[config.mk]
export PLATFORM = sky130hd
export DESIGN_NAME = icache_linefill_responder_flat
export DESIGN_NICKNAME = d
export VERILOG_FILES = /design/src/rtl/icache_linefill_responder_if.sv /design/src/rtl/icache_linefill_responder.sv /design/src/flat_wrapper.sv
export SDC_FILE = /design/constraint.sdc
export NUM_CORES = 1
export LEC_CHECK = 0
export CAP_MARGIN = 15
export CELL_PAD_IN_SITES_DETAIL_PLACEMENT = 0
export CELL_PAD_IN_SITES_GLOBAL_PLACEMENT = 1
export CORE_AREA = 3 3 200 202
export DETAILED_ROUTE_END_ITERATION = 16
export DIE_AREA = 0 0 203 205
export GPL_TIMING_DRIVEN = 0
export PLACE_DENSITY_LB_ADDON = 0.1
export SLEW_MARGIN = 40
export SYNTH_ARGS = -nofsm -noshare
export SYNTH_HDL_FRONTEND = slang
export SYNTH_SLANG_ARGS = --single-unit
[constraint.sdc]
create_clock -name clk -period 10.6 [get_ports clk]
set_input_delay 2.12 -clock clk [delete_from_list [all_inputs] [get_ports clk]]
set_output_delay 2.12 -clock clk [all_outputs]
set_load 0.005 [all_outputs]
[src/rtl/icache_linefill_responder_if.sv]
// Bundle of the line-fill responder's request, memory and return signals.
// The slave modport is the responder's view; master is the surrounding system.
interface icache_linefill_responder_if #(
  parameter int ADDR_WIDTH     = 32,
  parameter int TXNID_WIDTH    = 5,
  parameter int ENTRY_ID_WIDTH = 3,
  parameter int BEAT_WIDTH     = 64,
  parameter int BEATS          = 4
);
  logic                          txreq_vld;
  logic                          txreq_rdy;
  logic [ADDR_WIDTH-1:0]         txreq_addr;
  logic [TXNID_WIDTH-1:0]        txreq_txnid;
  logic [ENTRY_ID_WIDTH-1:0]     txreq_entry_id;
  logic                          mem_req_vld;
  logic                          mem_req_rdy;
  logic [ADDR_WIDTH-1:0]         mem_req_addr;
  logic                          mem_rsp_vld;
  logic [BEAT_WIDTH-1:0]         mem_rsp_data;
  logic                          linefill_done;
  logic [ENTRY_ID_WIDTH-1:0]     linefill_entry_idx;
  logic [TXNID_WIDTH-1:0]        linefill_txnid;
  logic [BEATS*BEAT_WIDTH-1:0]   linefill_data;
  logic                          busy;
  logic                          err_unexp_rsp;

  modport slave (
    input  txreq_vld, txreq_addr, txreq_txnid, txreq_entry_id,
    input  mem_req_rdy, mem_rsp_vld, mem_rsp_data,
    output txreq_rdy, mem_req_vld, mem_req_addr,
    output linefill_done, linefill_entry_idx, linefill_txnid, linefill_data,
    output busy, err_unexp_rsp
  );

  modport master (
    output txreq_vld, txreq_addr, txreq_txnid, txreq_entry_id,
    output mem_req_rdy, mem_rsp_vld, mem_rsp_data,
    input  txreq_rdy, mem_req_vld, mem_req_addr,
    input  linefill_done, linefill_entry_idx, linefill_txnid, linefill_data,
    input  busy, err_unexp_rsp
  );
endinterface

[src/rtl/icache_linefill_responder.sv]
// Downstream end of the icache MSHR miss path: queues line-fill requests in
// order, issues one line-aligned memory read per request, assembles the beats
// into a full line and returns it with a one-cycle done pulse.
module icache_linefill_responder #(
  parameter int DEPTH          = 4,
  parameter int ADDR_WIDTH     = 32,
  parameter int TXNID_WIDTH    = 5,
  parameter int ENTRY_ID_WIDTH = 3,
  parameter int BEAT_WIDTH     = 64,
  parameter int BEATS          = 4
) (
  input  logic clk,
  input  logic rst,
  icache_linefill_responder_if.slave bus
);

  localparam int PTR_W  = $clog2(DEPTH);
  localparam int CNT_W  = $clog2(DEPTH + 1);
  localparam int BCNT_W = $clog2(BEATS);
  localparam int LINE_W = BEATS * BEAT_WIDTH;
  localparam int OFF_W  = $clog2(LINE_W / 8);
  localparam int TAG_W  = ADDR_WIDTH - OFF_W;

  typedef enum logic [1:0] {IDLE, REQ, DATA, DONE} state_t;

  state_t                    state, state_nxt;

  // Only the line-address bits are kept; the byte offset is always zeroed
  // on the memory request anyway.
  logic [TAG_W-1:0]          q_tag   [DEPTH];
  logic [TXNID_WIDTH-1:0]    q_txnid [DEPTH];
  logic [ENTRY_ID_WIDTH-1:0] q_entry [DEPTH];

  logic [PTR_W-1:0]          wr_ptr, rd_ptr;
  logic [CNT_W-1:0]          count;
  logic [BCNT_W-1:0]         beat_cnt;
  logic [LINE_W-1:0]         line_buf;
  logic                      err_q;

  logic                      rdy;
  logic                      push, pop, req_acc, beat_take, last_beat;

  // Full blocks a push even in a pop cycle, so a freed slot is reused only
  // from the following cycle.
  assign rdy       = (count != CNT_W'(DEPTH));
  assign push      = bus.txreq_vld && rdy;
  assign pop       = (state == DONE);
  assign req_acc   = (state == REQ) && bus.mem_req_rdy;
  assign beat_take = (state == DATA) && bus.mem_rsp_vld;
  assign last_beat = beat_take && (beat_cnt == BCNT_W'(BEATS - 1));

  // Queue payload storage; contents are only meaningful between the pointers.
  always_ff @(posedge clk) begin
    if (push) begin
      q_tag[wr_ptr]   <= bus.txreq_addr[ADDR_WIDTH-1:OFF_W];
      q_txnid[wr_ptr] <= bus.txreq_txnid;
      q_entry[wr_ptr] <= bus.txreq_entry_id;
    end
  end

  // Queue pointers and occupancy.
  always_ff @(posedge clk or posedge rst) begin
    if (rst) begin
      wr_ptr <= '0;
      rd_ptr <= '0;
      count  <= '0;
    end else begin
      if (push) wr_ptr <= wr_ptr + PTR_W'(1);
      if (pop)  rd_ptr <= rd_ptr + PTR_W'(1);
      case ({push, pop})
        2'b10:   count <= count + CNT_W'(1);
        2'b01:   count <= count - CNT_W'(1);
        default: count <= count;
      endcase
    end
  end

  // FSM state register.
  always_ff @(posedge clk or posedge rst) begin
    if (rst) state <= IDLE;
    else     state <= state_nxt;
  end

  // Next-state logic. IDLE also looks at the incoming push so a request
  // landing in an empty queue is presented to memory on the very next cycle.
  always_comb begin
    state_nxt = state;
    case (state)
      IDLE: if (count != '0 || push) state_nxt = REQ;
      REQ:  if (bus.mem_req_rdy)     state_nxt = DATA;
      DATA: if (last_beat)           state_nxt = DONE;
      DONE: state_nxt = (count > CNT_W'(1)) ? REQ : IDLE;
      default: state_nxt = IDLE;
    endcase
  end

  // Beat counter and line assembly.
  always_ff @(posedge clk or posedge rst) begin
    if (rst) begin
      beat_cnt <= '0;
      line_buf <= '0;
    end else begin
      if (req_acc)        beat_cnt <= '0;
      else if (beat_take) beat_cnt <= beat_cnt + BCNT_W'(1);
      if (beat_take) line_buf[beat_cnt*BEAT_WIDTH +: BEAT_WIDTH] <= bus.mem_rsp_data;
    end
  end

  // Sticky flag for beats arriving while no read is outstanding.
  always_ff @(posedge clk or posedge rst) begin
    if (rst)                                 err_q <= 1'b0;
    else if (bus.mem_rsp_vld && state != DATA) err_q <= 1'b1;
  end

  assign bus.txreq_rdy          = rdy;
  assign bus.mem_req_vld        = (state == REQ);
  assign bus.mem_req_addr       = (state == REQ) ? {q_tag[rd_ptr], {OFF_W{1'b0}}} : '0;
  assign bus.linefill_done      = pop;
  assign bus.linefill_entry_idx = pop ? q_entry[rd_ptr] : '0;
  assign bus.linefill_txnid     = pop ? q_txnid[rd_ptr] : '0;
  assign bus.linefill_data      = line_buf;
  assign bus.busy               = (count != '0) || (state != IDLE);
  assign bus.err_unexp_rsp      = err_q;

endmodule

[src/flat_wrapper.sv]
// flat-port wrapper written by rule: the top's interface ports become plain ports
module icache_linefill_responder_flat 
#(
  parameter int DEPTH          = 4,
  parameter int ADDR_WIDTH     = 32,
  parameter int TXNID_WIDTH    = 5,
  parameter int ENTRY_ID_WIDTH = 3,
  parameter int BEAT_WIDTH     = 64,
  parameter int BEATS          = 4
)
  (clk, rst, bus_txreq_vld, bus_txreq_addr, bus_txreq_txnid, bus_txreq_entry_id, bus_mem_req_rdy, bus_mem_rsp_vld, bus_mem_rsp_data, bus_txreq_rdy, bus_mem_req_vld, bus_mem_req_addr, bus_linefill_done, bus_linefill_entry_idx, bus_linefill_txnid, bus_linefill_data, bus_busy, bus_err_unexp_rsp);
  icache_linefill_responder_if #(.ADDR_WIDTH(ADDR_WIDTH), .TXNID_WIDTH(TXNID_WIDTH), .ENTRY_ID_WIDTH(ENTRY_ID_WIDTH), .BEAT_WIDTH(BEAT_WIDTH), .BEATS(BEATS)) bus_i ();
  input  logic clk;
  input  logic rst;
  input wire logic [$bits(bus_i.txreq_vld)-1:0] bus_txreq_vld;
  input wire logic [$bits(bus_i.txreq_addr)-1:0] bus_txreq_addr;
  input wire logic [$bits(bus_i.txreq_txnid)-1:0] bus_txreq_txnid;
  input wire logic [$bits(bus_i.txreq_entry_id)-1:0] bus_txreq_entry_id;
  input wire logic [$bits(bus_i.mem_req_rdy)-1:0] bus_mem_req_rdy;
  input wire logic [$bits(bus_i.mem_rsp_vld)-1:0] bus_mem_rsp_vld;
  input wire logic [$bits(bus_i.mem_rsp_data)-1:0] bus_mem_rsp_data;
  output wire logic [$bits(bus_i.txreq_rdy)-1:0] bus_txreq_rdy;
  output wire logic [$bits(bus_i.mem_req_vld)-1:0] bus_mem_req_vld;
  output wire logic [$bits(bus_i.mem_req_addr)-1:0] bus_mem_req_addr;
  output wire logic [$bits(bus_i.linefill_done)-1:0] bus_linefill_done;
  output wire logic [$bits(bus_i.linefill_entry_idx)-1:0] bus_linefill_entry_idx;
  output wire logic [$bits(bus_i.linefill_txnid)-1:0] bus_linefill_txnid;
  output wire logic [$bits(bus_i.linefill_data)-1:0] bus_linefill_data;
  output wire logic [$bits(bus_i.busy)-1:0] bus_busy;
  output wire logic [$bits(bus_i.err_unexp_rsp)-1:0] bus_err_unexp_rsp;
  assign bus_i.txreq_vld = bus_txreq_vld;
  assign bus_i.txreq_addr = bus_txreq_addr;
  assign bus_i.txreq_txnid = bus_txreq_txnid;
  assign bus_i.txreq_entry_id = bus_txreq_entry_id;
  assign bus_i.mem_req_rdy = bus_mem_req_rdy;
  assign bus_i.mem_rsp_vld = bus_mem_rsp_vld;
  assign bus_i.mem_rsp_data = bus_mem_rsp_data;
  assign bus_txreq_rdy = bus_i.txreq_rdy;
  assign bus_mem_req_vld = bus_i.mem_req_vld;
  assign bus_mem_req_addr = bus_i.mem_req_addr;
  assign bus_linefill_done = bus_i.linefill_done;
  assign bus_linefill_entry_idx = bus_i.linefill_entry_idx;
  assign bus_linefill_txnid = bus_i.linefill_txnid;
  assign bus_linefill_data = bus_i.linefill_data;
  assign bus_busy = bus_i.busy;
  assign bus_err_unexp_rsp = bus_i.err_unexp_rsp;
  icache_linefill_responder #(.DEPTH(DEPTH), .ADDR_WIDTH(ADDR_WIDTH), .TXNID_WIDTH(TXNID_WIDTH), .ENTRY_ID_WIDTH(ENTRY_ID_WIDTH), .BEAT_WIDTH(BEAT_WIDTH), .BEATS(BEATS)) u_core (.clk(clk), .rst(rst), .bus(bus_i));
endmodule
==> summary.txt, run 1 <==
Global route
  – First-pass GRT wire length: 65.7 mm
  – Pin count of the biggest net entering global routing: 77
  – Vias in the first global route: 10.2k
  – Antenna violations before repair: 3
  – Total gr overflow: 0
  – GR Util All Layers: 0.208

Yosys
  – Mux share of post-synthesis cell area: 0.0537
  – Main combinational cell family by area after synthesis: compound AO/OA/AOI/OAI gates
  – Synth Flop Type: dfrtp_1
  – Post-synth top area share: 0.439
  – Post-synth EDFFs: 140
  – Complex-gate fraction of the synthesized area: 0.152
  – Largest area contributor in the netlist: dfrtp_1
  – Register area share after synthesis: 0.714
  – Post-synthesis cell count: 882
  – Commonest cells in the netlist: 268 x dfrtp_1, 256 x a22o_1, 140 x edfxtp_1
  – Unique masters post-synth: 33
  – Post-Syn Area: 0.0153 mm^2
  – Synthesized area per cell: 17.3 um^2
  – Register bit total from synthesis: 408
  – Async SR Flop Fraction: 0.657
  – Most frequent cell after synthesis: dfrtp_1
  – Post-Synth Simple-Gate Area: 0.0261
  – Synth Area in XOR/XNOR: 0.00401
  – Adder-cell area share of the yosys netlist: 0.0147
  – Area contributors post-synth: dfrtp_1 44%, edfxtp_1 28%, a22o_1 15%, mux4_2 5.2%, buf_6 1.8%
  – YS warnings: 0

Routing
  – Pre-antenna DRT Iters: 5
  – Remaining DRCs: 0
  – Routed Antenna Nets: 0
  – Via/cell ratio: 5.17
  – Starting DRT DRC Count: 545
  – Routed wire length: 43.9 mm
  – Routed vias: 9768
  – WL/cell: 23.2 um

Timing
  – Slew at the pin with the worst max-slew slack: 627 ps
  – Fmax: 0.203 GHz
  – Final setup violating endpoints: 0
  – Slew headroom: 0.582
  – Final Hold Slack: 461 ps
  – Worst clock skew: 10.5 ps
  – Crit share post-route: 0.465
  – Final Critical Period: 4930 ps
  – Hold Fails Final Rpt: 0
  – Unrepaired setup endpoints after global routing: false
  – Slack of the critical path: 5670 ps
  – Setup total negative slack: 0 ps
  – Slew Limit Fails: 0

Finish
  – Fillers: 3155
  – Layout Nets: 1466
  – Register Area: 0.0109 mm^2
  – Design Area, Final: 0.0215 mm^2
  – Multi-input logic area: 0.00385 mm^2
  – Area Growth Syn to Fin: 41.0%
  – Share of layout cells above drive strength 1: 0.121
  – N_diodes: 0

Clock network
  – Post-CTS Setup Bufs: 0
  – CTS root buf: clkbuf_16
  – TritonCTS clock tree: yes
  – Clock sinks: 408
  – Worst-Skew Late Latency: 550 ps
  – TritonCTS buffer count: 43
  – Clock slew seen by the registers of the worst setup and hold paths: 60 ps
  – Clock tree buffer depth: 3
  – CTS Hold Bufs: 0
  – Post-CTS Resized: 0
  – H-tree depth: 2

Floorplanning
  – Die Ht: 205 um
  – Die area: 0.0416 mm^2
  – Top-level port count: 410
  – Starting Density: 0.397
  – Die X: 203 um
  – FP Rows: 72
  – Total core area: 0.0385 mm^2

Flow run
  – Max cap viols: 0

Min path
  – Hold crit path type: reg -> reg
  – Hold path start: u_core.bus.err_unexp_rsp
  – Cells on Worst Hold Path: 1
  – Worst Hold Path EP: u_core.bus.err_unexp_rsp

Critical path
  – Critical Path Start Type: flip-flop
  – R2R cell count: 5
  – Worst EP required: 8480 ps
  – CP Class: reg -> out
  – Worst reg2reg endpoint: u_core.q_tag[2][16]
  – Register-to-register setup slack: 8360 ps
  – Critical Path Sink Type: output port
  – Critical-path maximum fanout: 10
  – RR Startpoint: u_core.count[0]
  – WP data arrival: 2810 ps

Place
  – Pre-CTS setup slack: 6150 ps
  – Dpl cell area: 0.0201 mm^2
  – HPWL after DPL: 31.2 mm
  – # port buffers: 399
  – RePlAce Congestion: 0.777

Pwr
  – Peak supply drop: 0.181 mV
  – Leak: 0.00893 uW
  – PwrDens: 239 mW/mm^2

Status
  – Outcome: completed
## placed cells by master (no fill, tap or decap), drive strengths merged, types with 5 or more instances in the layout
master,netlist,final
buf,46,55
clkbuf,23,93
nand2,10,10
and2,40,40
conb,1,5
clkdlybuf4s50,0,399
dfrtp,268,268
ha,18,18
edfxtp,140,140
a22o,256,256
clkinv,0,5
inv,11,11
xnor2,5,5
mux4,35,35
## worst max path at each step
stage                     from                             to  slack, ps  cells past startpoint
2_1_floorplan              rst             u_core.beat_cnt[0]       1100                      1
3_3_place_gp               rst  u_core.bus.linefill_data[213]      -2520                      2
3_5_place_dp   u_core.state[1]           bus_mem_req_addr[13]       6150                      6
4_1_cts        u_core.state[1]           bus_mem_req_addr[13]       5530                      6
5_1_grt        u_core.state[1]           bus_mem_req_addr[20]       5460                      6
6_report       u_core.state[1]           bus_mem_req_addr[16]       5670                      6
## final cells by class
cell class,instances,share of cell area
plain buffers,69,0.0231
clock buffers,70,0.0622
clock inverters,7,0.00290
inverters,11,0.00227
multi-input cells,398,0.179
flip-flops and latches,408,0.507
well taps,518,0.0301
repair buffers,408,0.194
## sequential cells by signal (all words and copies together) (netlist names)
| register | cells |
|---|---|
| u_core.bus.err_unexp_rsp | 1 |
| u_core.q_tag | 108 |
| u_core.bus.linefill_data | 256 |
| u_core.beat_cnt | 2 |
| u_core.count | 3 |
| u_core.wr_ptr | 2 |
| u_core.q_entry | 12 |
| u_core.q_txnid | 20 |
| u_core.rd_ptr | 2 |
| u_core.state | 2 |
## worst max-delay path, stage by stage, from the launching register on
cell	delay [ps]
dfrtp_1	430
inv_1	100
ha_1	200
clkbuf_1	410
clkbuf_1	370
and2_1	180
clkdlybuf4s50_1	550
## power breakdown
group | total (uW) | internal (uW) | leakage, uW | switching (uW)
clock network | 1480 | 885 | 0.000690 | 596
logic | 1540 | 908 | 0.00328 | 634
registers | 2120 | 1970 | 0.00496 | 153
## layer usage
| layer | share of wire | GRT usage | vias up |
|---|---|---|---|
| li1 | - | - | 4352 |
| met1 | 0.42 | 0.273 | 4983 |
| met2 | 0.48 | 0.341 | 347 |
| met3 | 0.067 | 0.0489 | 80 |
| met4 | 0.032 | 0.0760 | 6 |
| met5 | 0.00082 | 0 | - |
## per-stage QoR
| stage | instances | util | total power [uW] |
|---|---|---|---|
| floorplan | 886 | - | 2830 |
| global placement | 1803 | 0.518 | 3680 |
| detailed placement | 1812 | 0.523 | 3720 |
| CTS | 1889 | 0.560 | 5220 |
| global route | 1889 | 0.560 | 5410 |
| finish | 1889 | 0.560 | 5150 |
## cell families (layout without fill, tap and decap cells)
logic type,after synthesis,in the layout
buffers and inverters,80,565
XOR/XNOR,7,7
other,1,5
multiplexers,38,38
AO/OA/AOI/OAI,267,267
AND/OR/NAND/NOR,63,63
flip-flops,408,408
adder cells (fa/ha/maj),18,18
Power figures use the tool's default switching activity.
==> inputs of run 2 (changes only) <==
--- a/config.mk
+++ b/config.mk
@@ -8,9 +8,9 @@
 export CAP_MARGIN = 15
 export CELL_PAD_IN_SITES_DETAIL_PLACEMENT = 0
 export CELL_PAD_IN_SITES_GLOBAL_PLACEMENT = 1
-export CORE_AREA = 3 3 200 202
+export CORE_AREA = 3 3 210 212
 export DETAILED_ROUTE_END_ITERATION = 16
-export DIE_AREA = 0 0 203 205
+export DIE_AREA = 0 0 213 215
 export GPL_TIMING_DRIVEN = 0
 export PLACE_DENSITY_LB_ADDON = 0.1
 export SLEW_MARGIN = 40
==> constraint.sdc (replaced) <==
create_clock -name clk -period 4.2 [get_ports clk]
set_input_delay 0.84 -clock clk [delete_from_list [all_inputs] [get_ports clk]]
set_output_delay 0.84 -clock clk [all_outputs]
set_load 0.005 [all_outputs]
==> run 2 against run 1 <==
  * Die area increased by 10%
  * Sequential share of layout area down 0.65 points
  * Register-to-register slack lost 6400 ps
  * Setup slack lost 5200 ps
  * Power increased to 2.6 times the previous value
  * Clock skew up 6.1 ps
  * Via count grew 0.62%
==> summary.txt, run 2 (synthesis results as in run 1) <==
Routing
  – WL/cell: 23.7 um
  – Remaining DRCs: 0
  – Via/cell ratio: 5.10
  – Pre-antenna DRT Iters: 5
  – Routed wire length: 45.7 mm
  – Routed vias: 9829
  – Routed Antenna Nets: 0
  – Starting DRT DRC Count: 627

Global route
  – GR Util All Layers: 0.198
  – First-pass GRT wire length: 68.6 mm
  – Vias in the first global route: 10.3k
  – Total gr overflow: 0
  – Antenna violations before repair: 5
  – Pin count of the biggest net entering global routing: 34

Place
  – RePlAce Congestion: 0.745
  – Pre-CTS setup slack: 929 ps
  – HPWL after DPL: 32.4 mm
  – # port buffers: 399

Timing
  – Final Critical Period: 3760 ps
  – Crit share post-route: 0.895
  – Fmax: 0.266 GHz
  – Slew headroom: 0.580
  – Hold Fails Final Rpt: 0
  – Worst clock skew: 16.6 ps
  – Final setup violating endpoints: 0
  – Slack of the critical path: 440 ps
  – Slew Limit Fails: 0
  – Unrepaired setup endpoints after global routing: false
  – Slew at the pin with the worst max-slew slack: 630 ps

Pwr
  – Clk network pwr share: 0.297
  – Sw frac: 0.274
  – Leak: 0.00905 uW
  – Sequential share of power: 0.406
  – Int Power: 9600 uW
  – PwrDens: 606 mW/mm^2
  – Net Sw Power: 3620 uW
  – Logic pwr share: 0.297
  – Peak supply drop: 0.343 mV

Min path
  – Worst Hold Path EP: u_core.bus.err_unexp_rsp
  – Cells on Worst Hold Path: 1
  – Hold path start: u_core.bus.err_unexp_rsp
  – Hold crit path type: reg -> reg

Finish
  – Fillers: 3519
  – Area Growth Syn to Fin: 42.9%
  – Layout Nets: 1477
  – Commonest non-fill, non-tap cell in the layout: clkdlybuf4s50_1
  – Multi-input logic area: 0.00385 mm^2
  – Post-layout util: 0.518
  – Register Area: 0.0109 mm^2
  – Max reg flops: 256
  – Commonest non-fill, non-tap cells in the layout: 399 x clkdlybuf4s50_1, 268 x dfrtp_1, 256 x a22o_1, 140 x edfxtp_1, 47 x clkbuf_16
  – Share of layout cells above drive strength 1: 0.129

Floorplanning
  – Top-level port count: 410
  – Die Ht: 215 um
  – Total core area: 0.0421 mm^2
  – Starting Density: 0.362
  – FP Rows: 75
  – Die area: 0.0458 mm^2
  – Die X: 213 um

Critical path
  – Worst EP required: 3360 ps
  – Critical Path Sink Type: output port
  – Register-to-register setup slack: 1960 ps
  – R2R cell count: 5
  – CP Class: reg -> out
  – Worst path slowest cell: clkdlybuf4s50_1
  – Critical-path maximum fanout: 10
  – Max incr delay on CP: 520 ps
  – Critical Path Start Type: flip-flop
  – RR Startpoint: u_core.count[0]
  – WP data arrival: 2920 ps
  – Worst reg2reg endpoint: u_core.q_tag[0][4]
  – Critical Path, Cell by Cell: inv_1 -> ha_1 -> clkbuf_1 -> clkbuf_1 -> and2_1 -> clkdlybuf4s50_1
  – CP dominant cell by count: clkbuf_1

Clock network
  – Worst-Skew Late Latency: 580 ps
  – CTS Hold Bufs: 0
  – Clock tree buffer depth: 3
  – CTS root buf: clkbuf_16
  – Clock sinks: 408
  – Post-CTS Setup Bufs: 0
  – TritonCTS clock tree: yes
  – TritonCTS buffer count: 45
  – Post-CTS Resized: 0
  – H-tree depth: 2
  – Clock slew seen by the registers of the worst setup and hold paths: 60 ps

Status
  – Outcome: completed

Flow run
  – Max cap viols: 0
## run 2: cell types whose count changed in the layout (fill, tap and decap cells not counted), moves of 2 or more
cell / previous run / this run
buf_12: 3 / 13
clkbuf_8: 12 / 8
clkinv_2: 5 / 8
clkbuf_16: 45 / 47
clkinv_1: 0 / 2
diode_2: 0 / 2
## run 2: routing by layer
metal	share of wire	GRT usage	vias up
met1	0.42	0.259	5080
met2	0.49	0.324	307
li1	-	-	4380
met4	0.024	0.0614	4
met5	0.00066	0	-
met3	0.068	0.0532	58
## run 2: power by group through the flow
stage                     Sequential (uW)  Clock (uW)  Combinational [uW]
final                                5360        3930                3920
after detailed placement             5440           0                4000
after CTS                            5370        4050                4030
after floorplan                      5420           0                1720
after global placement               5440           0                3890
after global routing                 5460        4200                4250
## run 2: through the flow
step | hold slack [ps] | instance area (um^2) | setup TNS (ps) | power, uW | cells
CTS | 466 | 21800 | 0 | 13400 | 1924
detailed placement | 447 | 20300 | 0 | 9440 | 1842
finish | 463 | 21800 | 0 | 13200 | 1926
floorplan | 451 | 15300 | -48100 | 7140 | 886
global placement | 441 | 20000 | -627880 | 9320 | 1824
global route | 479 | 21800 | 0 | 13900 | 1925
## run 2: worst max-delay path by stage
stage,depth (start not counted),to,from,slack [ps]
2_1_floorplan,1,u_core.beat_cnt[0],rst,-180
3_3_place_gp,2,u_core.bus.linefill_data[149],rst,-2400
3_5_place_dp,6,bus_mem_req_addr[22],u_core.state[1],930
5_1_grt,6,bus_mem_req_addr[14],u_core.state[1],180
6_report,6,bus_mem_req_addr[14],u_core.state[1],440
4_1_cts,6,bus_mem_req_addr[22],u_core.state[1],280
## run 2: area by class of cell
type | count | area share
timing repair buffer | 417 | 0.200
sequential | 408 | 0.500
inverter | 11 | 0.00206
antenna | 2 | 0.000229
clock buffer | 67 | 0.0610
tap | 539 | 0.0309
multi-input combinational | 398 | 0.176
clock inverter | 15 | 0.00700
buffer | 69 | 0.0228
## run 2: critical path, delay by kind of cell (launching register included)
family                     cells  cell delay [ps]
buffers and inverters          4             1480
DFF                            1              430
and+or+nand+nor                1              240
adders and majority gates      1              210
